--- config.mk ---
export PLATFORM = sky130hd
export DESIGN_NAME = mult6_rr_scheduler
export DESIGN_NICKNAME = d
export VERILOG_FILES = /design/src/rtl/mult6_pkg.sv /design/src/rtl/mult6_csa_core.sv /design/src/rtl/mult6_rr_scheduler.sv
export SDC_FILE = /design/constraint.sdc
export NUM_CORES = 1
export LEC_CHECK = 0
export BUFFER_PORTS_ARGS = -buffer_cell sky130_fd_sc_hd__buf_2
export CORE_MARGIN = 2
export CORE_UTILIZATION = 55
export DETAILED_ROUTE_END_ITERATION = 10
export PLACE_DENSITY = 0.84
export SETUP_SLACK_MARGIN = 0.1
export SYNTH_ARGS = -nofsm -noshare
export SYNTH_HDL_FRONTEND = slang
export SYNTH_SLANG_ARGS = --single-unit
--- constraint.sdc ---
create_clock -name clk -period 8.8 [get_ports clk]
set_input_delay 0.88 -clock clk [delete_from_list [all_inputs] [get_ports clk]]
set_output_delay 0.88 -clock clk [all_outputs]
set_load 0.1 [all_outputs]
--- src/rtl/mult6_pkg.sv ---
// Shared types and constants for the shared 6x6 multiplier scheduler.
// Latency: none (declarations only).
// Backpressure: not applicable.
package mult6_pkg;

  // Scheduler FSM states
  typedef enum logic [1:0] {
    IDLE = 2'd0,
    CALC = 2'd1,
    RESP = 2'd2
  } state_t;

  // Default configuration
  localparam int W_DEF    = 6;
  localparam int NREQ_DEF = 4;

  // Full product width for a W x W unsigned multiply
  function automatic int prod_w(input int w);
    return 2 * w;
  endfunction

endpackage

--- src/rtl/mult6_csa_core.sv ---
// Combinational W x W unsigned multiplier; partial products reduced with carry-save adders.
// Latency: purely combinational, result valid in the same cycle as the operands.
// Backpressure: none; the scheduler decides when the output is registered.
module mult6_csa_core
  import mult6_pkg::*;
#(
  parameter int W = W_DEF
) (
  input  logic [W-1:0]   a,
  input  logic [W-1:0]   b,
  output logic [2*W-1:0] p
);

  localparam int PW = prod_w(W);

  logic [PW-1:0] s;
  logic [PW-1:0] c;
  logic [PW-1:0] pp;
  logic [PW-1:0] ns;
  logic [PW-1:0] nc;

  // Accumulate one shifted partial product per row into a redundant sum/carry pair.
  // Carries out of the top bit are always zero because the product fits in PW bits.
  always_comb begin
    s  = '0;
    c  = '0;
    pp = '0;
    ns = '0;
    nc = '0;
    for (int i = 0; i < W; i++) begin
      pp = PW'(a & {W{b[i]}}) << i;
      ns = s ^ c ^ pp;
      nc = ((s & c) | (s & pp) | (c & pp)) << 1;
      s  = ns;
      c  = nc;
    end
  end

  // Final carry-propagate add collapses the redundant form
  assign p = s + c;

endmodule

--- src/rtl/mult6_rr_scheduler.sv ---
// Round-robin scheduler sharing one carry-save multiplier among NREQ requesters.
// Latency: accept in cycle T -> rsp_valid in T+2; at most one accept every 3 cycles.
// Backpressure: rsp_ready low holds the response and blocks all grants; MULT_BUSY_CNT_EN adds busy_cycles.
module mult6_rr_scheduler
  import mult6_pkg::*;
#(
  parameter int NREQ = NREQ_DEF,
  parameter int W    = W_DEF,
  parameter int IDW  = $clog2(NREQ)
) (
  input  logic              clk,
  input  logic              rst_n,
  input  logic [NREQ-1:0]   req_valid,
  input  logic [NREQ*W-1:0] req_a,
  input  logic [NREQ*W-1:0] req_b,
  output logic [NREQ-1:0]   req_ready,
  output logic              rsp_valid,
  input  logic              rsp_ready,
  output logic [IDW-1:0]    rsp_id,
  output logic [2*W-1:0]    rsp_product
`ifdef MULT_BUSY_CNT_EN
  ,
  output logic [15:0]       busy_cycles
`endif
);

  localparam int PW = prod_w(W);

  state_t         state_q;
  state_t         state_d;
  logic [IDW-1:0] ptr_q;
  logic [IDW-1:0] ptr_nxt;
  logic [IDW-1:0] gnt_idx;
  logic           gnt_vld;
  logic           accept;
  int             scan;

  logic [W-1:0]   a_q;
  logic [W-1:0]   b_q;
  logic [IDW-1:0] id_q;
  logic [PW-1:0]  core_p;

  // Find the first valid requester at or after the pointer. Scanning from the
  // far end lets the nearest candidate overwrite the others.
  always_comb begin
    gnt_vld = 1'b0;
    gnt_idx = '0;
    scan    = 0;
    for (int k = NREQ - 1; k >= 0; k--) begin
      scan = int'(ptr_q) + k;
      if (scan >= NREQ) begin
        scan = scan - NREQ;
      end
      if (req_valid[scan]) begin
        gnt_vld = 1'b1;
        gnt_idx = IDW'(scan);
      end
    end
  end

  // Pointer moves to the slot just after the winner, wrapping at NREQ-1
  always_comb begin
    ptr_nxt = (gnt_idx == IDW'(NREQ - 1)) ? '0 : gnt_idx + IDW'(1);
  end

  // Next-state and grant decode; grants are suppressed while reset is asserted
  always_comb begin
    state_d   = state_q;
    req_ready = '0;
    accept    = 1'b0;
    case (state_q)
      IDLE: begin
        if (rst_n && gnt_vld) begin
          req_ready[gnt_idx] = 1'b1;
          accept             = 1'b1;
          state_d            = CALC;
        end
      end
      CALC: begin
        state_d = RESP;
      end
      RESP: begin
        if (rsp_ready) begin
          state_d = IDLE;
        end
      end
      default: begin
        state_d = IDLE;
      end
    endcase
  end

  // FSM state register
  always_ff @(posedge clk or negedge rst_n) begin
    if (!rst_n) begin
      state_q <= IDLE;
    end else begin
      state_q <= state_d;
    end
  end

  // Capture the winner's operands and ID, and advance the pointer on accept
  always_ff @(posedge clk or negedge rst_n) begin
    if (!rst_n) begin
      ptr_q <= '0;
      a_q   <= '0;
      b_q   <= '0;
      id_q  <= '0;
    end else if (accept) begin
      ptr_q <= ptr_nxt;
      a_q   <= req_a[int'(gnt_idx) * W +: W];
      b_q   <= req_b[int'(gnt_idx) * W +: W];
      id_q  <= gnt_idx;
    end
  end

  mult6_csa_core #(
    .W (W)
  ) u_core (
    .a (a_q),
    .b (b_q),
    .p (core_p)
  );

  // Register the product and tag in CALC; held untouched through RESP
  always_ff @(posedge clk or negedge rst_n) begin
    if (!rst_n) begin
      rsp_product <= '0;
      rsp_id      <= '0;
    end else if (state_q == CALC) begin
      rsp_product <= core_p;
      rsp_id      <= id_q;
    end
  end

  assign rsp_valid = (state_q == RESP);

`ifdef MULT_BUSY_CNT_EN
  logic [15:0] busy_cnt;

  // Count non-idle cycles, saturating at all-ones
  always_ff @(posedge clk or negedge rst_n) begin
    if (!rst_n) begin
      busy_cnt <= '0;
    end else if ((state_q != IDLE) && (busy_cnt != 16'hFFFF)) begin
      busy_cnt <= busy_cnt + 16'd1;
    end
  end

  assign busy_cycles = busy_cnt;
`endif

endmodule
Word-level counts from Yosys, hierarchy flattened
Cells that the tools add are included.

$add $sub $neg: 9. Multipliers: 1. Order comparisons: 10. Equality and inequality tests: 5. Shift operators: 2. Multiplexer cells: 34. Bitwise logic cells: 36. Reduce and logical (&&, ||, !) cells: 4.

Operator list (count): 32-bit by 4-bit less-than comparator with 1-bit output (second input constant) (4); 32-bit two-way mux (4); 11-bit AND (10); 11-bit bitwise OR (8); 12-bit bitwise XOR (4); 6-bit AND (6); 24-bit by 32-bit indexed part select with 6-bit output (1); 24-bit by 6-bit indexed part select with 6-bit output (1); 11-bit by 10-bit AND with 11-bit output (2); 1-bit two-way mux (15); 2-bit two-way mux (7); 12-bit adder (1); 3-bit by 3-bit subtractor with 4-bit output (second input constant) (3); 12-bit by 10-bit bitwise XOR with 12-bit output (1); 12-bit by 11-bit bitwise XOR with 12-bit output (1); 12-bit by 8-bit bitwise XOR with 12-bit output (1); 12-bit by 9-bit bitwise XOR with 12-bit output (1); 3-bit >= comparator (second input constant) (3); 1-bit binary-select mux with 2-bit select (4); 4-bit two-way mux (2); 6-bit by 7-bit AND with 7-bit output (1); 6-bit by 7-bit bitwise XOR with 7-bit output (1); 2-bit by 2-bit adder with 3-bit output (second input constant) (2); 2-bit one-hot mux with 3 select lines (1); other kinds (15) (17).

Bits in registers: 32. Logic and storage cells: 108.

Longest topological paths before layout
Depth after elaboration: 16. Mapped depth: 17. Mapped depth without buffers: 17.

Modules after synthesis
Synthesis repeated with hierarchy kept, for this count alone.

Cells, all modules: 246. Area, all modules: 2633.8 µm².

Modules (own cells, without submodules): mult6_rr_scheduler (times used 1, cells each 137, area each 1714.1 µm², sequential area each 800.8 µm²); mult6_csa_core (times used 1, cells each 109, area each 919.6 µm², sequential area each 0.0 µm²).

Worst setup path after synthesis
OpenSTA, ideal clock, no wires.

Path kind: register to register. Start point: register a_q[5]. End point: register rsp_product[10]. Library setup time: 135 ps. Data arrival time: 3976 ps. Data required time: 8665 ps. Setup slack: 4689 ps. Stages on the path, launching flop included: 18. Path buffers: 0. Period minus slack after synthesis: 4111 ps. Path through: dfrtp_1 -> and2_1 -> ha_1 -> inv_1 -> fa_1 -> inv_1 -> fa_1 -> fa_1 -> inv_1 -> fa_1 -> inv_1 -> ha_1 -> fa_1 -> a21oi_1 -> nor2_1 -> nor2_1 -> xor2_1 -> o21ai_0.

Word-level cells in the longest chain between the ends: 15. Elaborated cells on any way between the ends: 37. Classes of those cells: add/sub (1); bitwise (36).

RTL lines: start, declared (RTL line mult6_rr_scheduler.sv:38) `logic [W-1:0] a_q;`; start signal, assigned (RTL line mult6_rr_scheduler.sv:111) `a_q <= req_a[int'(gnt_idx) * W +: W];`; 6-bit AND (RTL line mult6_csa_core.sv:31) `pp = PW'(a & {W{b[i]}}) << i;`; 6-bit by 7-bit bitwise XOR with 7-bit output or 6-bit by 7-bit AND with 7-bit output (tied branches) (RTL line mult6_csa_core.sv:32, mult6_csa_core.sv:33); 11-bit AND (RTL line mult6_csa_core.sv:33) `nc = ((s & c) | (s & pp) | (c & pp)) << 1;`; 11-bit bitwise OR (2 in series) (RTL line mult6_csa_core.sv:33); 11-bit AND (RTL line mult6_csa_core.sv:33); 11-bit bitwise OR (2 in series) (RTL line mult6_csa_core.sv:33); 11-bit AND (RTL line mult6_csa_core.sv:33); 11-bit bitwise OR (2 in series) (RTL line mult6_csa_core.sv:33); 11-bit AND (RTL line mult6_csa_core.sv:33); 11-bit bitwise OR (2 in series) (RTL line mult6_csa_core.sv:33); 12-bit adder * (RTL line mult6_csa_core.sv:40) `assign p = s + c;`; end signal, assigned (RTL line mult6_rr_scheduler.sv:131) `rsp_product <= core_p;`; end, declared (RTL line mult6_rr_scheduler.sv:20) `output logic [2*W-1:0] rsp_product`.

Every way passes the cells marked *; elsewhere a longest branch is shown, timed or not. A chain may end at the register's enable or synchronous reset.

Worst setup path after layout
Start point: register b_q[1]. End point: register rsp_product[10].

Word-level cells in the longest chain between the ends: 15. Elaborated cells on any way between the ends: 32. Classes of those cells: add/sub (1); bitwise (31).

RTL lines: start, declared (RTL line mult6_rr_scheduler.sv:39) `logic [W-1:0] b_q;`; start signal, assigned (RTL line mult6_rr_scheduler.sv:112) `b_q <= req_b[int'(gnt_idx) * W +: W];`; 6-bit AND * (RTL line mult6_csa_core.sv:31); 6-bit by 7-bit bitwise XOR with 7-bit output or 6-bit by 7-bit AND with 7-bit output (tied branches) (RTL line mult6_csa_core.sv:32, mult6_csa_core.sv:33); 11-bit AND (RTL line mult6_csa_core.sv:33); 11-bit bitwise OR (2 in series) (RTL line mult6_csa_core.sv:33); 11-bit AND (RTL line mult6_csa_core.sv:33); 11-bit bitwise OR (2 in series) (RTL line mult6_csa_core.sv:33); 11-bit AND (RTL line mult6_csa_core.sv:33); 11-bit bitwise OR (2 in series) (RTL line mult6_csa_core.sv:33); 11-bit AND (RTL line mult6_csa_core.sv:33); 11-bit bitwise OR (2 in series) (RTL line mult6_csa_core.sv:33); 12-bit adder * (RTL line mult6_csa_core.sv:40).

Marks and branches as above.

==> flow_metrics.tcl <==
set metrics [dict create \
    syn_nets 356 \
    final_antenna_net_count 0 \
    avgSynthCellArea_um2 9.86 \
    worstHoldPathType "flop to flop" \
    dp.cells 384 \
    synth_edf_count 0 \
    ys_seq_elements 32 \
    synth_compound_area_frac 0.125 \
    pin_count 74 \
    yosysSeqAreaShare 0.305 \
    dp.final_hpwl_um 3950 \
    fmax_mhz 234 \
    synthFlopType "dfrtp_1" \
    cp-end-kind "flop" \
    yosysTopAreaCellShare 0.305 \
    crit_top_cell "fa_1" \
    antenna_found_initial 0 \
    synth-async-reset-ratio 1.00 \
    synth_top_family_by_area "adder cells" \
    cap_violations 0 \
    rows 25 \
    synthAdderAreaFrac 0.227 \
    status "completed" \
    arrival_ns 4.42 \
    numClockSinks 32 \
    endpoint "rsp_product[10]$_DFFE_PN0N_" \
    startpoint "b_q[1]$_DFFE_PN0P_" \
    die_w_um 73.1 \
    grt_pass1_wl_um 8930 \
    leakage_nw 1.61 \
    setup_viol 0 \
    required_ns 8.94 \
    ir_worst_vdd_mv 0.161 \
    synth_xor_xnor_area_share 0.0100 \
    register_area_um2 801 \
    cpLargestDelayFamily "adder cells" \
    drtIter0Drc 87 \
    cts.clk_slew.worst_paths_ns 0.07 \
    cts_setup_buffers 0 \
    clk_path_buf_depth 2 \
    antennaDiodeCount 0 \
    start_util 0.563 \
    track_usage 0.214 \
    slowest_delay_ns 0.54 \
    drc 0 \
    path_depth 17 \
    wl_per_cell_um 12.6 \
    period_share 0.486 \
    yosys.area_share.simple 0.138 \
    insertion_delay_ns 0.29 \
    first_pass_iters 4 \
    r2r_slack_ns 4.52 \
    die_h_um 73.1 \
    post_cts_resized 0 \
    critPathSlowestCell "fa_1" \
    viasPerCell 5.18 \
    cts_made_buffers 5 \
    htreeDepth 2 \
    slew_viol_final 0 \
    fin_nets 427 \
    cp.buffers_inverters 4 \
    grt-ovfl-total 0 \
    rsz0062_at_grt "no" \
    grt_max_degree 34 \
    ys.warnings.count 0 \
    start_kind "flop" \
    rr_startpoint "b_q[1]$_DFFE_PN0P_" \
    synth_mux_area_frac 0.117 \
    drive_above_1_share 0.287 \
    path_max_fanout 7 \
    fin_worst_skew_ns 0.00586 \
    tritoncts "built" \
    r2r_end "rsp_product[10]$_DFFE_PN0N_" \
    layout_min_cycle_time_ns 4.28 \
    max_slew_margin 0.499 \
    crit_type "flop to flop" \
    worstRegToRegCells 17 \
    synth_top_area_cell "dfrtp_1" \
    cp_cell_sequence "and2_1, ha_1, inv_1, fa_1, inv_1, fa_1, fa_1, inv_1, fa_1, inv_1, ha_1, fa_1, a21oi_1, nor2_1, nor2_1, xor2_1, o21ai_0" \
    clockRootBuffer "clkbuf_8" \
    syn_inst 266 \
    die_area_um2 5340 \
    synthTopCellsByArea "dfrtp_1 (31%), fa_1 (16%), mux2i_1 (9.5%)" \
    yosysUniqueCellTypes 33 \
    coreArea_um2 4660 \
    multi_input_area_um2 1630 \
    final_cell_count_no_fill 392 \
    powerDensity_nw_per_um2 380 \
    nFillCells 370 \
    synth.cell_area_um2 2620 \
    area_delta_synth_final_pct 17.8 \
    final-hold-violation-count 0 \
    numPortBuffers 73 \
    first_global_vias 2021 \
    tns_ns 0 \
    gp_congestion 0.886 \
    worstMarginPinSlew_ns 0.752 \
    drt-total-wl_um 4940 \
    dr_total_vias 2030 \
    power_mw 1.18 \
    ctsHoldBuffers 0 \
]
## cells by family after synthesis
family / Yosys count
AND/OR/NAND/NOR: 74
multiplexers: 30
AO/OA/AOI/OAI: 49
buffers and inverters: 43
flip-flops: 32
adder cells (fa/ha/maj): 35
XOR/XNOR: 3
## synth_stat cells, types with 2 or more instances
library cell,instances
nand2_1,41
dfrtp_1,32
inv_1,31
mux2i_1,25
and2_1,24
fa_1,21
o21ai_0,19
ha_1,14
o31a_1,12
a21oi_1,5
mux2_2,5
clkbuf_1,4
o21ai_1,4
o21ai_2,4
buf_2,3
nor2_1,3
nand2b_1,2
xnor2_1,2
## worst min-delay path, cell delays in order (launching register included)
cell and delay [ns]:
dfrtp_1 0.34, nand2_1 0.04, o21ai_0 0.06
## cells in the final DEF (no fill, tap or decap), drive strengths merged, types with 2 or more instances in the layout
master,count
nor2,3
and2,24
dfrtp,32
clkinv,2
buf,75
nand2,41
ha,14
o31a,12
fa,21
a21oi,5
xnor2,2
inv,32
o21ai,27
mux2,5
nand2b,2
mux2i,25
clkbuf,6
## metrics by stage
stage / util / worst slack, ns / hold WS [ns] / cell area [um^2]
floorplan: - / 4.69 / 0.446 / 2620
global placement: 0.643 / 4.58 / 0.455 / 3000
detailed placement: 0.643 / 4.50 / 0.465 / 3000
CTS: 0.663 / 4.50 / 0.479 / 3090
global route: 0.663 / 4.22 / 0.495 / 3090
finish: 0.663 / 4.52 / 0.472 / 3090
## flip-flops by register name, summed over array words and instances, names as in the netlist
register     flops
ptr_q            2
rsp_id           2
a_q              6
b_q              6
state_q          2
id_q             2
rsp_product     12
## routing by layer
metal	vias to the layer above	track usage	wire, um
met2	65	0.359	2440
met4	0	0.0802	68
met1	941	0.280	2200
li1	1019	-	-
met5	-	0	0
met3	5	0.0290	222
## worst min-delay path by stage
stage	startpoint	end	slack, ns	cells past startpoint
floorplan	id_q[0]$_DFFE_PN0P_	id_q[0]$_DFFE_PN0P_	0.45	2
global placement	rsp_product[4]$_DFFE_PN0N_	rsp_product[4]$_DFFE_PN0N_	0.46	2
detailed placement	rsp_product[4]$_DFFE_PN0N_	rsp_product[4]$_DFFE_PN0N_	0.46	2
CTS	rsp_product[4]$_DFFE_PN0N_	rsp_product[4]$_DFFE_PN0N_	0.48	2
global route	rsp_product[3]$_DFFE_PN0N_	rsp_product[3]$_DFFE_PN0N_	0.50	2
finish	rsp_product[3]$_DFFE_PN0N_	rsp_product[3]$_DFFE_PN0N_	0.47	2
## layout make-up
class / count / area share
multi-input cells: 191 / 0.527
flip-flops and latches: 32 / 0.259
clock inverters: 2 / 0.00324
repair buffers: 75 / 0.123
inverters: 32 / 0.0389
clock buffers: 6 / 0.0267
well taps: 54 / 0.0219
## power by group
group / total [mW] / switching (mW) / internal (mW) / leakage, nW
logic: 0.778 / 0.514 / 0.264 / 1.15
registers: 0.278 / 0.0670 / 0.212 / 0.405
clock network: 0.119 / 0.0570 / 0.0623 / 0.0510
total: 1.18 / 0.638 / 0.538 / 1.61
No activity file was read; power rests on OpenSTA's default activity.
